## config.mk

```make
export PLATFORM = sky130hd
export DESIGN_NAME = kband_onchip_mem_arbiter
export DESIGN_NICKNAME = d
export VERILOG_FILES = /design/src/rtl/kband_mem_pkg.sv /design/src/rtl/kband_rr_arb2.sv /design/src/rtl/kband_onchip_mem_arbiter.sv
export SDC_FILE = /design/constraint.sdc
export NUM_CORES = 1
export LEC_CHECK = 0
export CAP_MARGIN = 40
export CORE_AREA = 3 3 334 336
export CTS_CLUSTER_SIZE = 24
export DETAILED_ROUTE_END_ITERATION = 7
export DIE_AREA = 0 0 337 339
export DONT_BUFFER_PORTS = 1
export SLEW_MARGIN = 20
export SYNTH_ARGS = -nofsm -noshare
export SYNTH_HDL_FRONTEND = slang
export SYNTH_SLANG_ARGS = --single-unit
```

## constraint.sdc

```tcl
create_clock -name clk -period 1.99 [get_ports clk]
set_input_delay 0.398 -clock clk [delete_from_list [all_inputs] [get_ports clk]]
set_output_delay 0.398 -clock clk [all_outputs]
set_load 0.01 [all_outputs]
```

## src/rtl/kband_mem_pkg.sv

```systemverilog
`default_nettype none
// ============================================================================
// Module      : kband_mem_pkg
// Description : Shared geometry and requester index type for the KBand
//               on-chip memory arbiter (16384 x 128-bit single-port memory).
// Revision    : 1.0 - initial release
// ============================================================================
package kband_mem_pkg;

    localparam int KB_MEM_ADDR_W = 14;
    localparam int KB_MEM_DATA_W = 128;
    localparam int KB_MEM_BE_W   = 16;

    // Requester index: port 0 = HPS master, port 1 = KBand core master.
    typedef enum logic {
        KB_REQ_M0 = 1'b0,
        KB_REQ_M1 = 1'b1
    } kb_req_idx_t;

endpackage : kband_mem_pkg
`default_nettype wire

```

## src/rtl/kband_rr_arb2.sv

```systemverilog
`default_nettype none
// ============================================================================
// Module      : kband_rr_arb2
// Description : Two-way combinational grant with a one-bit priority pointer.
//               KBAND_ARB_ROUNDROBIN_EN defined : round-robin, the requester
//               not granted last wins contention (pointer resets to 1 so
//               port 0 wins first).
//               Undefined : fixed priority, port 0 always wins, no pointer.
// Ports       : clk, reset (async, active-high)
//               req[1:0] in  - request per port
//               gnt[1:0] out - one-hot (or zero) grant, same cycle
// Revision    : 1.0 - initial release
// ============================================================================
module kband_rr_arb2
    import kband_mem_pkg::*;
(
    input  logic       clk,
    input  logic       reset,
    input  logic [1:0] req,
    output logic [1:0] gnt
);

`ifdef KBAND_ARB_ROUNDROBIN_EN
    kb_req_idx_t last_q;
    kb_req_idx_t last_d;

    always_comb begin
        gnt    = 2'b00;
        last_d = last_q;
        case (req)
            2'b01:   gnt = 2'b01;
            2'b10:   gnt = 2'b10;
            // Contention: the port other than the last winner goes next.
            2'b11:   gnt = (last_q == KB_REQ_M1) ? 2'b01 : 2'b10;
            default: gnt = 2'b00;
        endcase
        if (gnt[0]) begin
            last_d = KB_REQ_M0;
        end else if (gnt[1]) begin
            last_d = KB_REQ_M1;
        end
    end

    always_ff @(posedge clk or posedge reset) begin
        if (reset) begin
            last_q <= KB_REQ_M1;
        end else begin
            last_q <= last_d;
        end
    end
`else
    // Fixed priority is purely combinational; the clock and reset are kept
    // on the port list so both builds share one instantiation.
    logic w_unused;
    assign w_unused = clk ^ reset;

    assign gnt[0] = req[0];
    assign gnt[1] = req[1] & ~req[0];
`endif

endmodule : kband_rr_arb2
`default_nettype wire

```

## src/rtl/kband_onchip_mem_arbiter.sv

```systemverilog
`default_nettype none
// ============================================================================
// Module      : kband_onchip_mem_arbiter
// Description : Shares the single-port on-chip memory between the HPS Avalon
//               master (m0) and the KBand core master (m1). One access per
//               cycle, combinational waitrequest, 1-cycle registered
//               readdatavalid. Build option KBAND_ARB_ROUNDROBIN_EN selects
//               round-robin (defined) or fixed port-0 priority (undefined).
// Ports       : clk, reset (async, active-high)
//               mN_* : requester Avalon-MM slave side (N = 0, 1)
//               mem_*: memory control / data, mem_clken tied high
//               err_rw: sticky, a requester raised read and write together
// Revision    : 1.0 - initial release
// ============================================================================
module kband_onchip_mem_arbiter
    import kband_mem_pkg::*;
#(
    parameter int ADDR_W = KB_MEM_ADDR_W,
    parameter int DATA_W = KB_MEM_DATA_W,
    parameter int BE_W   = DATA_W / 8
) (
    input  logic              clk,
    input  logic              reset,

    input  logic [ADDR_W-1:0] m0_address,
    input  logic [BE_W-1:0]   m0_byteenable,
    input  logic              m0_read,
    input  logic              m0_write,
    input  logic [DATA_W-1:0] m0_writedata,
    output logic              m0_waitrequest,
    output logic [DATA_W-1:0] m0_readdata,
    output logic              m0_readdatavalid,

    input  logic [ADDR_W-1:0] m1_address,
    input  logic [BE_W-1:0]   m1_byteenable,
    input  logic              m1_read,
    input  logic              m1_write,
    input  logic [DATA_W-1:0] m1_writedata,
    output logic              m1_waitrequest,
    output logic [DATA_W-1:0] m1_readdata,
    output logic              m1_readdatavalid,

    output logic [ADDR_W-1:0] mem_address,
    output logic [BE_W-1:0]   mem_byteenable,
    output logic              mem_chipselect,
    output logic              mem_write,
    output logic [DATA_W-1:0] mem_writedata,
    output logic              mem_clken,
    input  logic [DATA_W-1:0] mem_readdata,

    output logic              err_rw
);

    logic [1:0]        w_req;
    logic [1:0]        w_gnt;
    logic [ADDR_W-1:0] addr_q;
    logic [ADDR_W-1:0] addr_d;
    logic [1:0]        rdv_q;
    logic [1:0]        rdv_d;
    logic              err_rw_q;
    logic              err_rw_d;

    assign w_req = {m1_read | m1_write, m0_read | m0_write};

    kband_rr_arb2 u_arb (
        .clk   (clk),
        .reset (reset),
        .req   (w_req),
        .gnt   (w_gnt)
    );

    assign m0_waitrequest = w_req[0] & ~w_gnt[0];
    assign m1_waitrequest = w_req[1] & ~w_gnt[1];

    // Memory side mux. The address falls back to the last issued address
    // when idle so the memory address bus does not toggle needlessly.
    always_comb begin
        mem_address    = addr_q;
        mem_byteenable = m0_byteenable;
        mem_writedata  = m0_writedata;
        mem_chipselect = 1'b0;
        mem_write      = 1'b0;
        if (w_gnt[0]) begin
            mem_address    = m0_address;
            mem_chipselect = 1'b1;
            mem_write      = m0_write;
        end else if (w_gnt[1]) begin
            mem_address    = m1_address;
            mem_byteenable = m1_byteenable;
            mem_writedata  = m1_writedata;
            mem_chipselect = 1'b1;
            mem_write      = m1_write;
        end
    end

    assign addr_d = mem_address;

    // A read that arrives together with a write is dropped: the write wins
    // and no valid pulse is produced.
    assign rdv_d = {w_gnt[1] & m1_read & ~m1_write,
                    w_gnt[0] & m0_read & ~m0_write};

    assign err_rw_d = err_rw_q | (m0_read & m0_write) | (m1_read & m1_write);

    always_ff @(posedge clk or posedge reset) begin
        if (reset) begin
            addr_q   <= '0;
            rdv_q    <= 2'b00;
            err_rw_q <= 1'b0;
        end else begin
            addr_q   <= addr_d;
            rdv_q    <= rdv_d;
            err_rw_q <= err_rw_d;
        end
    end

    assign m0_readdatavalid = rdv_q[0];
    assign m1_readdatavalid = rdv_q[1];
    assign m0_readdata      = mem_readdata;
    assign m1_readdata      = mem_readdata;
    assign mem_clken        = 1'b1;
    assign err_rw           = err_rw_q;

endmodule : kband_onchip_mem_arbiter
`default_nettype wire

```

# --- Word level (Yosys, flattened, before mapping) ---
# Index checks and enable logic that the tools add are counted.
totals:
  reg_bits: 17
  input_bits: 450
  elab_cells: 29
op_classes:
  n_mux: 10
  bitwise: 16
op_table:
  columns: ["operator", "count"]
  rows:
  - ["$mux W128", 2]
  - ["$mux W16", 2]
  - ["$mux W14", 2]
  - ["$and A1 B1 Y1", 8]
  - ["$mux W1", 4]
  - ["$not A1 Y1", 4]
  - ["$or A1 B1 Y1", 4]

# --- Depth between registers and ports, before layout ---
logic_depth:
  depth_word: 5
  mapped_depth: 5
  ltp_nobuf: 3

# --- By module ---
# Synthesis repeated with hierarchy kept, for this count alone.
hier_totals:
  hier_cells: 496
  area_unflattened_um2: 4683.2
modules_own_cells:
  columns: ["module", "instances", "cells_per_inst", "area_each_um2"]
  rows:
  - ["kband_onchip_mem_arbiter", 1, 494, 4662.0]
  - ["kband_rr_arb2", 1, 2, 21.3]

# --- Worst setup path after synthesis ---
# OpenSTA, ideal clock, no wires.
synth_timing:
  path_type: "input-to-output"
  startpoint: "in m1_read"
  endpoint: "out mem_writedata[100]"
  arrival_ps: 1309
  t_required_ps: 1592
  slack_ps: 283
  cell_stages: 4
  path_buffers: 2
  path_cell_list: "o21ai_2 buf_6 buf_6 mux2_4"
synth_between:
  elab_chain_cells: 4
synth_rtl:
  columns: ["element", "line_no", "source"]
  rows:
  - ["start, declared", "kband_onchip_mem_arbiter.sv:36", "input logic m1_read,"]
  - ["$or A1 B1 Y1", "kband_onchip_mem_arbiter.sv:63", "assign w_req = {m1_read | m1_write, m0_read | m0_write};"]
  - ["$and A1 B1 Y1", "kband_rr_arb2.sv:58", "assign gnt[1] = req[1] & ~req[0];"]
  - ["$mux W128", "kband_onchip_mem_arbiter.sv:87", "end else if (w_gnt[1]) begin"]
  - ["$mux W128", "kband_onchip_mem_arbiter.sv:83", "if (w_gnt[0]) begin"]
  - ["end, declared", "kband_onchip_mem_arbiter.sv:47", "output logic [DATA_W-1:0] mem_writedata,"]
# No other way between the ends.

# --- Worst setup path in the final report ---
layout_timing:
  startpoint: "in m1_read"
  endpoint: "out mem_writedata[127]"
# The elaborated chain is that of the path after synthesis.

==> impl_table.tex <==
\begin{tabular}{lr}
\hline
Metric & Value \\
\hline
\multicolumn{2}{l}{\textbf{Outcome}} \\
\quad Status & finished clean \\
\multicolumn{2}{l}{\textbf{Floorplan}} \\
\quad Initial cell density of the core & approximately 4.3\% \\
\quad Total Die Area & around 110000 um\^{}2 \\
\quad Placement Rows & $\sim$120 \\
\quad I/O pin count & slightly below 900 \\
\quad Height of the chip & $\sim$340 um \\
\quad Die width & $\sim$340 um \\
\quad Placeable core region & roughly 110000 um\^{}2 \\
\multicolumn{2}{l}{\textbf{Timing}} \\
\quad Post-Route Skew & 0 ns \\
\quad Least-Margin Pin Slew & roughly 0.54 ns \\
\quad Max-slew violations & 0 \\
\quad Sum Neg Setup Slack & 0 ns \\
\quad Highest clock rate & between 500 and 600 MHz \\
\quad Total setup violations reported at the end of the flow & 0 \\
\quad Post-route fraction of the period consumed by the critical path & between 90\% and 100\% \\
\quad Final Critical Period & a little under 2 ns \\
\quad Hold Fails Final Rpt & 0 \\
\quad Setup repair after global routing missed its margin & no \\
\quad Worst slew slack as a fraction of its limit & 63.71\% \\
\multicolumn{2}{l}{\textbf{Yosys}} \\
\quad Area fraction of the dominant cell type after synthesis & between 40\% and 50\% \\
\quad Post-synthesis net count & approximately 940 \\
\quad Flop and latch count out of synthesis & 17 \\
\quad Number of enable-type register cells in the synthesized netlist & 0 \\
\quad Most numerous cell in the Yosys netlist & sky130\_fd\_sc\_hd\_\_buf\_4 \\
\quad Yosys top cell by area & sky130\_fd\_sc\_hd\_\_buf\_4 \\
\quad Synth top cells by count & sky130\_fd\_sc\_hd\_\_buf\_4, sky130\_fd\_sc\_hd\_\_mux2\_2, sky130\_fd\_sc\_hd\_\_mux2\_4 \\
\quad Unique cell type count in the Yosys netlist & 19 \\
\quad Synthesized netlist cell count & roughly 490 \\
\quad Average footprint of a synthesized cell & 9.501 um\^{}2 \\
\quad FFs w/ async S/R, synth & between 90\% and 100\% \\
\quad Ys flop type & sky130\_fd\_sc\_hd\_\_dfrtp\_1 \\
\quad Netlist area before placement & 4693 um\^{}2 \\
\quad Share of the yosys chip area belonging to registers & a little under a tenth \\
\quad Synth warnings & 0 \\
\quad Dominant cells by area after synthesis & sky130\_fd\_sc\_hd\_\_buf\_4, sky130\_fd\_sc\_hd\_\_mux2\_2, sky130\_fd\_sc\_hd\_\_mux2\_4, sky130\_fd\_sc\_hd\_\_dfrtp\_1, sky130\_fd\_sc\_hd\_\_mux2i\_1 \\
\multicolumn{2}{l}{\textbf{Power}} \\
\quad Leak Pwr & 1.512 nW \\
\quad Internal cell power & roughly 1.0 mW \\
\quad Switching power total & roughly 1.0 mW \\
\quad Largest vdd supply drop & roughly 0.00024 V \\
\quad Clock Power Share & between 20\% and 30\% \\
\quad Switching share of total power & approximately 50\% \\
\quad PwrDens & around 420 nW/um\^{}2 \\
\quad Comb pwr share & between 60\% and 70\% \\
\quad Sequential fraction of design power & a little under a fifth \\
\multicolumn{2}{l}{\textbf{Clock tree}} \\
\quad Buffer depth of the longest clock path & 2 \\
\quad Post-CTS Setup Inserts & 0 \\
\quad Clock tree from TritonCTS & done \\
\quad Sinks on Clock Net & 17 \\
\quad Post-cts sizing count & 0 \\
\quad Maximum level of the CTS H-tree & 1 \\
\quad Clk Latency, worst-skew pair & 0.26 ns \\
\quad Clock root cell & sky130\_fd\_sc\_hd\_\_clkbuf\_16 \\
\quad Total clock buffers created by CTS & 3 \\
\quad CTS clk-pin slew, worst paths & approximately 0.07 ns \\
\multicolumn{2}{l}{\textbf{Setup path}} \\
\quad Minimum setup slack among reg-to-reg paths & roughly 1.1 ns \\
\quad Data required time at the worst endpoint & roughly 1.6 ns \\
\quad Worst Setup EP & mem\_writedata[127] \\
\quad Arrival time at the worst endpoint & around 1.6 ns \\
\quad Worst Setup SP & m1\_read \\
\quad Cell depth of the worst flop-to-flop path & 3 \\
\quad Worst Path Max Fanout & 20 \\
\quad Launching element type of the critical path & input pin \\
\quad Critical Path End Type & primary output \\
\quad Worst setup path category & input pin to primary output \\
\quad Capture instance of the worst register-to-register path & addr\_q[11] \\
\quad FF-to-FF Start & addr\_q[11] \\
\multicolumn{2}{l}{\textbf{Placement}} \\
\quad Dpl hpwl & 71950 um \\
\quad Port Buffer Count & 0 \\
\quad RD Place Congestion & around 0.80 \\
\quad Post-detailed-placement cell area & approximately 4800 um\^{}2 \\
\multicolumn{2}{l}{\textbf{Detailed routing}} \\
\quad Count of unresolved DRC violations after routing & 0 \\
\quad DR WL/cell & approximately 44 um \\
\quad Antenna Violating Nets Remaining & 0 \\
\quad Drt initial violations & between 100 and 150 \\
\quad Number of vias after detailed routing & approximately 3000 \\
\quad Via density per instance & between 1.5 and 2 \\
\quad Drt pass-1 iters & 4 \\
\quad Wire length after detailed routing & about 75000 um \\
\multicolumn{2}{l}{\textbf{Layout}} \\
\quad Total Nets Final & 710 \\
\quad Number of inserted filler cells in the final layout & $\sim$13000 \\
\quad Finished layout cell area & 4906 um\^{}2 \\
\quad Layout area overhead & 4.532\% \\
\quad Fraction of layout instances using a drive strength above 1 & between 70\% and 80\% \\
\multicolumn{2}{l}{\textbf{Global route}} \\
\quad Fraction of met1 tracks used by global routing & between 10\% and 20\% \\
\quad Pin count of the biggest net entering global routing & 30 \\
\quad Antenna violations before repair & 81 \\
\quad Fraction of met3 tracks used by global routing & about 12\% \\
\quad Global-route wire length before repair & roughly 80000 um \\
\quad Met2 Resource Use GR & $\sim$18\% \\
\quad All-layer global routing usage & between 10\% and 20\% \\
\quad Busiest layer in global routing & met2 \\
\quad Via count of the first global-routing pass & approximately 3000 \\
\quad GRT overflow & 0 \\
\multicolumn{2}{l}{\textbf{Flow run}} \\
\quad Max-cap violations & 0 \\
\multicolumn{2}{l}{\textbf{Hold path}} \\
\quad Worst hold-check path type & input pin to register \\
\hline
\end{tabular}
## layout make-up
type                            instances  area [um^2]  area share, %
Inverter                                2        7.507         0.1530
Clock inverter                          1        5.005         0.1020
Clock buffer                            3        75.07          1.530
Tap cell                             1414         1769          36.06
Sequential cell                        17        425.4          8.671
Multi-Input combinational cell        198         2188          44.61
Antenna cell                           21        52.55          1.071
Timing Repair Buffer                   38        382.9          7.804
## cell usage in the layout (no fill, tap or decap), drive strengths merged
cell / instances
mux2: 144
buf: 37
diode: 21
dfrtp: 17
nand2: 15
o21ai: 15
mux2i: 14
nor2: 4
clkbuf: 3
inv: 2
conb: 2
or2: 1
nor3b: 1
a221o: 1
a21o: 1
clkinv: 1
dlygate4sd3: 1
## per-layer routing
metal  routed length [um]  part of all wire (%)
met1                24880                    33
met3                16230                    22
met2                29800                    40
met4                 3347                   4.5
met5                  375                  0.50
## flip-flops by register name, indices dropped and copies added (netlist names)
name and cells:
addr_q 14, rdv_q 2, err_rw 1
## cell families (layout without fill, tap and decap cells)
group                  Yosys count  count (layout)  synth area share (%)
AOI/OAI and AO/OA               17              17                 2.053
buffers and inverters          279              44                 44.47
DFF                             17              17                 9.064
muxes                          158             158                 42.34
other                            2              23                0.1600
and+or+nand+nor                 21              21                 1.920
## worst max-delay path, cell delays in order
cell and delay [ns]:
sky130_fd_sc_hd__o21ai_4 0.16, sky130_fd_sc_hd__buf_12 0.25, sky130_fd_sc_hd__buf_12 0.20, sky130_fd_sc_hd__mux2_2 0.51
## through the flow
| stage | hold slack [ns] | std cells | worst slack (ns) | util (%) | power [mW] |
|---|---|---|---|---|---|
| floorplan | 0.3241 | 494 | 0.2829 | - | 1.518 |
| global placement | 0.4762 | 1667 | 0.02148 | 4.362 | 1.740 |
| detailed placement | 0.2101 | 1668 | 0.006333 | 4.376 | 1.753 |
| CTS | 0.1883 | 1673 | 0.009210 | 4.459 | 2.209 |
| global route | 0.1874 | 1686 | 0.004552 | 4.489 | 2.217 |
| finish | 0.1943 | 1694 | 0.02491 | 4.507 | 2.077 |
## power by group through the flow
stage / clock, mW / sequential (mW) / combinational [mW]
2_1_floorplan: 0 / 0.383 / 1.13
3_3_place_gp: 0 / 0.385 / 1.35
3_5_place_dp: 0 / 0.385 / 1.37
4_1_cts: 0.454 / 0.379 / 1.38
5_1_grt: 0.467 / 0.382 / 1.37
6_report: 0.438 / 0.379 / 1.26
## repair_timing
action / in CTS / in global routing
hold endpoints to repair: 4 / 0
hold buffers: 1 / 0
endpoints found under the setup margin: 0 / 0
## worst min-delay path by stage
stage / startpoint / to / slack [ns] / depth (start not counted)
after global placement: m0_write / rdv_q[0] / 0.48 / 1
after CTS: m1_write / rdv_q[1] / 0.19 / 1
after detailed placement: reset / addr_q[6] / 0.21 / 1
final: m1_write / rdv_q[1] / 0.19 / 1
after floorplan: reset / addr_q[0] / 0.32 / 1
after global routing: m1_write / rdv_q[1] / 0.19 / 1
No activity file was read; power rests on OpenSTA's default activity.
